[src/rtl/sd_pkg.sv]
// Shared definitions for the sdcard streaming blocks: FSM state encoding and
// the fixed sdcard interface widths.
package sd_pkg;

   typedef enum logic [1:0] {
      IDLE,
      ISSUE,
      GUARD,
      WAIT
   } state_t;

   localparam int SD_ADDR_W = 32;
   localparam int SD_BYTE_W = 8;

endpackage

[src/rtl/sd_byte_fifo.sv]
// Byte FIFO with first-word-fall-through output. Pointers wrap naturally at
// DEPTH (power of two, minimum 2). Pushes when full and pops when empty are
// ignored. Shared by the read and write streamers.
module sd_byte_fifo
   import sd_pkg::*;
#(
   parameter int DEPTH = 16
) (
   input  logic                         clk,
   input  logic                         rst,
   input  logic                         push,
   input  logic [SD_BYTE_W-1:0]         din,
   input  logic                         pop,
   output logic [SD_BYTE_W-1:0]         dout,
   output logic                         empty,
   output logic                         full,
   output logic [$clog2(DEPTH):0]       count
);

   localparam int AW = $clog2(DEPTH);
   localparam int CW = AW + 1;

   logic [SD_BYTE_W-1:0] mem [DEPTH];
   logic [AW-1:0]        wr_ptr;
   logic [AW-1:0]        rd_ptr;
   logic                 do_push;
   logic                 do_pop;

   assign do_push = push && !full;
   assign do_pop  = pop && !empty;

   assign empty = (count == '0);
   assign full  = (count == CW'(DEPTH));
   assign dout  = mem[rd_ptr];

   // Pointer and occupancy bookkeeping; simultaneous push and pop leave count unchanged.
   always_ff @(posedge clk or posedge rst) begin
      if (rst) begin
         wr_ptr <= '0;
         rd_ptr <= '0;
         count  <= '0;
      end else begin
         if (do_push) wr_ptr <= wr_ptr + 1'b1;
         if (do_pop)  rd_ptr <= rd_ptr + 1'b1;
         case ({do_push, do_pop})
            2'b10:   count <= count + 1'b1;
            2'b01:   count <= count - 1'b1;
            default: count <= count;
         endcase
      end
   end

   // Storage write port.
   // NOTE: the array has no reset; count alone decides which entries are valid.
   always_ff @(posedge clk) begin
      if (do_push) mem[wr_ptr] <= din;
   end

endmodule

[src/rtl/sd_stream_reader.sv]
// Sequential byte reader on top of the sdcard byte interface. Issues one
// sd_read per byte from start_addr for length bytes, buffers the results in
// sd_byte_fifo and presents them as a valid/ready stream.
// Optional feature macro: SD_STREAM_CHECKSUM_EN adds a 16-bit running sum of
// the captured bytes on output checksum.
module sd_stream_reader
   import sd_pkg::*;
#(
   parameter int FIFO_DEPTH = 16,
   parameter int LEN_W      = 16,
   parameter int ADDR_W     = SD_ADDR_W
) (
   input  logic                  clk,
   input  logic                  rst,
   input  logic                  start,
   input  logic [ADDR_W-1:0]     start_addr,
   input  logic [LEN_W-1:0]      length,
   output logic                  busy,
   output logic                  done,
   output logic [SD_BYTE_W-1:0]  out_data,
   output logic                  out_valid,
   input  logic                  out_ready,
   output logic [ADDR_W-1:0]     sd_addr,
   output logic                  sd_read,
   output logic                  sd_write,
   input  logic [SD_BYTE_W-1:0]  sd_read_data,
   input  logic                  sd_ready
`ifdef SD_STREAM_CHECKSUM_EN
   ,
   output logic [15:0]           checksum
`endif
);

   localparam int CW = $clog2(FIFO_DEPTH) + 1;

   state_t          state;
   logic [ADDR_W-1:0] addr;
   logic [LEN_W-1:0]  remaining;

   logic [CW-1:0]   fifo_count;
   logic            fifo_empty;
   logic            fifo_full;
   logic            capture;
   logic            fifo_push;
   logic            slot_free;

   // The free-slot check in ISSUE reserves room for the byte that WAIT will
   // capture, so the capture can never be dropped even if the consumer stalls.
   assign slot_free = (fifo_count < CW'(FIFO_DEPTH));
   assign capture   = (state == WAIT) && sd_ready;
   assign fifo_push = capture && !fifo_full;

   assign sd_addr   = addr;
   assign sd_write  = 1'b0;
   assign out_valid = !fifo_empty;

   sd_byte_fifo #(
      .DEPTH (FIFO_DEPTH)
   ) u_fifo (
      .clk   (clk),
      .rst   (rst),
      .push  (fifo_push),
      .din   (sd_read_data),
      .pop   (out_ready),
      .dout  (out_data),
      .empty (fifo_empty),
      .full  (fifo_full),
      .count (fifo_count)
   );

   // Request FSM: one sdcard read per byte, with a guard cycle so the stale
   // sd_ready from the previous access is not mistaken for a result.
   // NOTE: all state here uses non-blocking assignments so every branch sees
   // the pre-edge values of state, addr and remaining.
   always_ff @(posedge clk or posedge rst) begin
      if (rst) begin
         state     <= IDLE;
         addr      <= '0;
         remaining <= '0;
         busy      <= 1'b0;
         done      <= 1'b0;
         sd_read   <= 1'b0;
`ifdef SD_STREAM_CHECKSUM_EN
         checksum  <= '0;
`endif
      end else begin
         done    <= 1'b0;
         sd_read <= 1'b0;
         case (state)
            IDLE: begin
               if (start) begin
`ifdef SD_STREAM_CHECKSUM_EN
                  checksum <= '0;
`endif
                  if (length != '0) begin
                     addr      <= start_addr;
                     remaining <= length;
                     busy      <= 1'b1;
                     state     <= ISSUE;
                  end else begin
                     done <= 1'b1;
                  end
               end
            end
            ISSUE: begin
               if (sd_ready && slot_free) begin
                  sd_read <= 1'b1;
                  state   <= GUARD;
               end
            end
            GUARD: begin
               state <= WAIT;
            end
            WAIT: begin
               if (sd_ready) begin
                  addr      <= addr + 1'b1;
                  remaining <= remaining - 1'b1;
`ifdef SD_STREAM_CHECKSUM_EN
                  checksum  <= checksum + {8'h00, sd_read_data};
`endif
                  if (remaining == LEN_W'(1)) begin
                     done  <= 1'b1;
                     busy  <= 1'b0;
                     state <= IDLE;
                  end else begin
                     state <= ISSUE;
                  end
               end
            end
            default: state <= IDLE;
         endcase
      end
   end

endmodule

[config.mk]
export PLATFORM = sky130hd
export DESIGN_NAME = sd_stream_reader
export DESIGN_NICKNAME = d
export VERILOG_FILES = /design/src/rtl/sd_pkg.sv /design/src/rtl/sd_byte_fifo.sv /design/src/rtl/sd_stream_reader.sv
export SDC_FILE = /design/constraint.sdc
export NUM_CORES = 1
export LEC_CHECK = 0
export BUFFER_PORTS_ARGS = -buffer_cell sky130_fd_sc_hd__buf_2
export CAP_MARGIN = 25
export CORE_ASPECT_RATIO = 1.4
export CORE_UTILIZATION = 30
export CTS_CLUSTER_SIZE = 40
export DETAILED_ROUTE_END_ITERATION = 8
export GPL_TIMING_DRIVEN = 0
export PLACE_DENSITY = 0.51
export SLEW_MARGIN = 10
export SYNTH_ARGS = -nofsm -noshare
export SYNTH_HDL_FRONTEND = slang
export SYNTH_SLANG_ARGS = --single-unit
[constraint.sdc]
create_clock -name clk -period 2.65 [get_ports clk]
set_input_delay 0.1325 -clock clk [delete_from_list [all_inputs] [get_ports clk]]
set_output_delay 0.1325 -clock clk [all_outputs]
set_load 0.02 [all_outputs]
==> impl_metrics.yaml, run 1 <==
place:
  hpwl_mm: 18.6
  place_congestion: 0.865
  post_dp_cell_area_um2: 10300
  dp.cells: 1183
  io_buffer_count: 104
outcome:
  status: "completed"
critical_path:
  worstReg2RegEnd: "u_fifo.count[4]$_DFFE_PP0P_"
  crit_type: "reg -> out"
  rrSetupSlack_ns: 0.19
  cp-start-kind: "register"
  crit_end: "out_data[3]"
  r2r_start: "u_fifo.count[2]$_DFFE_PP0P_"
  crit_start: "u_fifo.rd_ptr[0]$_DFFE_PP0P_"
  crit_arrival_ns: 2.42
  path_max_fanout: 10
  worstPathRequired_ns: 2.52
  r2r_cells: 12
  cp-end-kind: "output pin"
floorplan:
  rows: 75
  initial_core_util_pct: 30.6
  core-area_um2: 30000
  die_y_um: 209
  ios: 106
  die-area_um2: 31400
  fp.dieW_um: 150
clocking:
  clkTransAtPathRegs_ns: 0.08
  numCtsBuffers: 17
  cts_buffer_depth: 2
  cts.sinks: 194
  clk_latency_ns: 0.44
  root_buffer: "clkbuf_16"
  h-tree-depth: 4
  cts_tree: "done"
logic_synthesis:
  syn_area_per_cell_um2: 13.3
  ys_seq_area_share_pct: 59.7
  synthCells: 689
  ys_types: 72
  async_flop_share_pct: 34.0
  synth_edf_count: 128
  syn_nets: 767
  synth_seq_cells: 194
  syn-cell-area_um2: 9200
  ys.flop_type: "edfxtp_1"
  ys.warnings.count: 0
sta:
  setup_viol: 0
  finClkSkew_ns: 0.0124
  post-route-period-util_pct: 96.1
  tightest_slew_ns: 0.952
  timing.fmax_mhz: 392
  timing.final.hold_violations: 0
  report.final.slew_viol_count: 0
  slew_headroom_pct: 36.5
  period_needed_ns: 2.55
pwr:
  p_leak_nw: 4.09
  seqPwrFrac_pct: 33.4
  p_switching_mw: 5.84
  p_int_mw: 7.64
  peakVddDrop_v: 0.000607
  pwr-share-comb_pct: 46.9
  clock_power_share_pct: 19.7
  power.density_nw_per_um2: 1190
  switching_share_pct: 43.3
global_routing:
  globalRouteOverflowTotal: 0
  grt_max_degree: 36
  antenna_found_initial: 1
  grt_pass1_vias: 6858
  grt_pass1_wl_mm: 39.9
  gr-usage-all-layers_pct: 17.2
detailed_routing:
  drt_first_pass_iters: 6
  drt-total-wl_mm: 26.0
  via_per_inst: 5.26
  drc_errors: 0
  antenna_left: 0
  vias: 6560
  wl_per_cell_um: 20.9
  initialDrtViolationCount: 369
layout:
  layoutNonFillerInstCount: 1247
  layout.nets: 926
  drive_gt1_share_pct: 28.6
  final_cell_mix: "edfxtp_1 (128), buf_2 (113), dfrtp_1 (65), nand2_1 (44), mux4_2 (40)"
  syn_to_final_growth_pct: 23.0
  final_common_cell: "edfxtp_1"
  fin_util_pct: 37.7
  finalInstanceArea_um2: 11300
hold_path:
  hp-class: "in -> reg"
job:
  max_cap_violations: 0
-- flip-flops by register name (all words and copies together), names as in the netlist --
signal	flops
u_fifo.count	5
u_fifo.mem	128
done	1
sd_addr	32
u_fifo.rd_ptr	4
sd_read	1
u_fifo.wr_ptr	4
state	2
busy	1
remaining	16
-- kinds of logic after synthesis --
family,after synthesis,synth area share [%]
AO/OA/AOI/OAI,159,11.1
XOR/XNOR,10,0.952
adder cells (fa/ha/maj),17,2.39
buffers and inverters,67,3.22
flip-flops,194,59.7
multiplexers,45,10.4
other,1,0.0408
AND/OR/NAND/NOR,196,12.2
-- per-layer routing --
layer	share of wire (%)	vias to the layer above	wire length [µm]	global-route usage, %
met4	1.6	0	421	5.33
met1	39	3309	10100	19.1
li1	-	3004	-	-
met2	55	218	14300	32.4
met3	4.9	29	1280	3.49
met5	0	-	0	0
-- layout make-up --
cell class	count	area (µm²)
Multi-Input combinational cell	428	3490
Antenna cell	1	2.50
Clock inverter	15	176
Buffer	41	253
Fill cell	2921	18700
Tap cell	385	482
Timing Repair Buffer	141	883
Clock buffer	17	425
Sequential cell	194	5500
Inverter	25	101
-- critical path: stages, from the launching register on --
cell	delay, ns
dfrtp_1	0.37
buf_6	0.19
buf_8	0.19
mux4_2	0.55
mux4_2	0.50
buf_2	0.18
-- worst min path at each step --
stage / depth (start not counted) / end / startpoint / slack (ns)
final: 3 / sd_addr[15]$_DFFE_PP0P_ / start_addr[15] / 0.01
after global routing: 3 / remaining[8]$_DFFE_PP0P_ / length[8] / 0.007
after CTS: 3 / sd_addr[15]$_DFFE_PP0P_ / start_addr[15] / 0.0002
after detailed placement: 2 / sd_addr[29]$_DFFE_PP0P_ / rst / 0.19
after global placement: 3 / sd_addr[24]$_DFFE_PP0P_ / start_addr[24] / 0.40
after floorplan: 0 / u_fifo.mem[0][0]$_DFFE_PP_ / sd_read_data[0] / 0.23
-- synth_stat cells, types with 3 or more instances --
cell       count  share of area, %
and2_1         9              0.61
inv_1         23              0.94
dfrtp_1       66                18
buf_2          9              0.49
and4_1         6              0.57
nor4_1        14              0.95
ha_1          16               2.2
a21oi_1       39               2.1
buf_1          6              0.24
nand3_1       24               1.3
nand2_1       44               1.8
or2_2          3              0.20
nor3_1        11              0.60
nand2b_1       9              0.61
nand3_2        3              0.33
o22ai_1       23               1.6
nor2_1        27               1.1
or3_1          5              0.34
edfxtp_1     128                42
o21ai_0       26               1.4
mux4_2        40               9.8
o211ai_1       5              0.41
a31oi_1        6              0.41
a2bb2oi_1     12               1.1
clkbuf_1      19              0.78
and3_1        10              0.68
buf_4          7              0.57
nor3b_1        3              0.24
nand4_1       10              0.68
o21ai_1       15              0.82
mux2i_1        3              0.33
xnor2_1        7              0.67
xor2_1         3              0.29
o22a_1         4              0.38
-- what timing repair did --
item                       in CTS  in global routing
hold endpoints to repair       59                  0
setup endpoints to repair      37                 11
hold buffers                   29                  0
pin swaps                       1                  1
gates resized for setup        21                  8
setup buffers                   2                  1
-- per-stage QoR --
step | setup slack [ns] | power [mW] | setup TNS [ns] | hold slack (ns)
after detailed placement | -0.300 | 10.7 | -1.11 | 0.195
after global placement | -1.02 | 10.6 | -65.61 | 0.398
after global routing | -0.0138 | 14.2 | -0.0138 | 0.00725
after floorplan | 0.0212 | 8.62 | 0 | 0.231
after CTS | 0.00727 | 13.5 | 0 | 0.000219
final | 0.102 | 13.5 | 0 | 0.0139
-- power groups by stage --
stage | clock network (mW) | registers, mW | logic (mW)
floorplan | 0 | 4.67 | 3.95
global placement | 0 | 4.53 | 6.10
detailed placement | 0 | 4.53 | 6.21
CTS | 2.71 | 4.49 | 6.35
global route | 2.81 | 4.59 | 6.84
finish | 2.65 | 4.50 | 6.33
Note: power is estimated with default switching activity, not from simulation.
==> run 2: changes to the inputs <==
Settings changed: PLACE_DENSITY 0.51 to unset.
Clock period 2.65 ns to 2.08 ns, I/O delays scaled along.
==> impl_metrics.yaml, run 2 (synthesis results as in run 1) <==
critical_path:
  crit_arrival_ns: 2.36
  r2r_cells: 12
  crit_top_cell: "mux4_2"
  worstPathRequired_ns: 1.98
  path_cells: "buf_6, buf_12, mux4_2, mux4_2, buf_2"
  cp-end-kind: "output pin"
  r2r_start: "u_fifo.count[0]$_DFFE_PP0P_"
  cp-start-kind: "register"
  worst_path_largest_cell_delay_ns: 0.54
  crit_start: "u_fifo.rd_ptr[0]$_DFFE_PP0P_"
  path_max_fanout: 10
  crit_type: "reg -> out"
  cp_slowest_cell: "mux4_2"
place:
  post_dp_cell_area_um2: 10400
  post-place-ws_ns: -0.612
  io_buffer_count: 104
  hpwl_mm: 18.0
  place_congestion: 0.861
sta:
  post-route-period-util_pct: 119
  period_needed_ns: 2.47
  timing.final.hold_violations: 1
  finalSetupTns_ns: -3.98
  slew_headroom_pct: 49.7
  tightest_slew_ns: 0.755
  setup_ws_ns: -0.386
  finClkSkew_ns: 0.0163
  timing.fmax_mhz: 405
  report.final.slew_viol_count: 0
  rsz0062_at_grt: "true"
  holdWs_ns: -0.00544
  setup_viol: 35
detailed_routing:
  wl_per_cell_um: 20.7
  dr_wl_met2_mm: 14.4
  wl_met3_mm: 1.65
  routedLengthMet1_mm: 10.2
  drt_first_pass_iters: 5
  drc_errors: 0
  vias: 6954
  initialDrtViolationCount: 542
  drt-total-wl_mm: 27.1
  top_layer_used: "met4"
  antenna_left: 0
  via_per_inst: 5.32
global_routing:
  globalRouteOverflowTotal: 0
  grt_pass1_wl_mm: 40.1
  gr-usage-all-layers_pct: 17.1
  grt_pass1_vias: 6951
  grt_max_degree: 51
  antenna_found_initial: 1
job:
  max_cap_violations: 0
outcome:
  status: "complete, but fails checks"
  violations: "negative hold slack, negative setup slack"
clocking:
  cts_buffer_depth: 2
  cts.sinks: 194
  clk_latency_ns: 0.45
  clkTransAtPathRegs_ns: 0.09
  root_buffer: "clkbuf_16"
  h-tree-depth: 4
  cts_tree: "done"
  numCtsBuffers: 17
floorplan:
  core-area_um2: 30000
  die_y_um: 209
  die-area_um2: 31400
  rows: 75
  fp.dieW_um: 150
  ios: 106
  initial_core_util_pct: 30.6
layout:
  finalInstanceArea_um2: 12700
  fin_util_pct: 42.3
  syn_to_final_growth_pct: 38.2
  final_cell_mix: "edfxtp_1 (128), buf_2 (106), dfrtp_1 (61), mux4_2 (40), dlygate4sd3_1 (39)"
  largest_reg_flops: 128
  layout.nets: 987
  max_flop_register: "u_fifo.mem"
  final_common_cell: "edfxtp_1"
  drive_gt1_share_pct: 41.4
pwr:
  power.density_nw_per_um2: 1630
  power_mw: 20.7
  p_leak_nw: 4.68
  peakVddDrop_v: 0.00101
hold_path:
  hold_depth: 3
  hp-class: "in -> reg"
  hold_path.startpoint: "start_addr[7]"
## run 2: changes by cell type in the layout (fill, tap and decap cells not counted), sizes merged
cell / previous run / this run
clkbuf: 35 / 38
dlygate4sd3: 29 / 39
clkinv: 7 / 6
buf: 135 / 183
inv: 33 / 34
## run 2: final timing paths
check / slack, ns / end
min in group asynchronous: 0.15 / sd_addr[29]$_DFFE_PP0P_
worst max register to register: -0.28 / u_fifo.count[4]$_DFFE_PP0P_
worst min-delay path: -0.005 / sd_addr[7]$_DFFE_PP0P_
max in group asynchronous: 1.36 / state[1]$_DFFE_PP0P_
worst min register to register: 0.53 / remaining[7]$_DFFE_PP0P_
worst max-delay path: -0.39 / out_data[3]
## run 2: report_power, final
group | switching (mW) | internal (mW) | total, mW
clock network | 1.87 | 1.72 | 3.58
logic | 5.88 | 5.38 | 11.3
registers | 1.02 | 4.88 | 5.89
total | 8.76 | 12.0 | 20.7
## run 2: worst max-delay path, delay by kind of cell, from the launching register on
family | cells | cell delay [ns]
muxes | 2 | 1.06
buffers and inverters | 3 | 0.49
DFF | 1 | 0.37
## run 2: area by class of cell
cell class / instances / area [µm²]
Antenna cell: 1 / 2.50
Buffer: 39 / 348
Tap cell: 385 / 482
Clock buffer: 17 / 425
Multi-Input combinational cell: 428 / 3980
Sequential cell: 194 / 5500
Inverter: 25 / 106
Fill cell: 2734 / 17300
Timing Repair Buffer: 204 / 1640
Clock inverter: 15 / 230
## run 2: layer usage
| layer | vias up | track usage (%) |
|---|---|---|
| met4 | 0 | 6.27 |
| met1 | 3457 | 19.7 |
| met2 | 314 | 31.2 |
| met5 | - | 0 |
| li1 | 3124 | - |
| met3 | 59 | 3.10 |
## run 2: timing repair
action | 4_1_cts | 5_1_grt
setup endpoints to repair | 188 | 173
pin swaps | 21 | 42
gates cloned | 0 | 7
hold buffers | 39 | 0
resized for setup | 80 | 123
setup buffers | 25 | 22
hold endpoints to repair | 104 | 0
## run 2: stage by stage
| stage | hold WS, ns | cells |
|---|---|---|
| floorplan | 0.203 | 689 |
| finish | -0.00544 | 1308 |
| global placement | 0.368 | 1178 |
| global route | 0.0109 | 1307 |
| detailed placement | 0.0765 | 1185 |
| CTS | 0.00170 | 1279 |
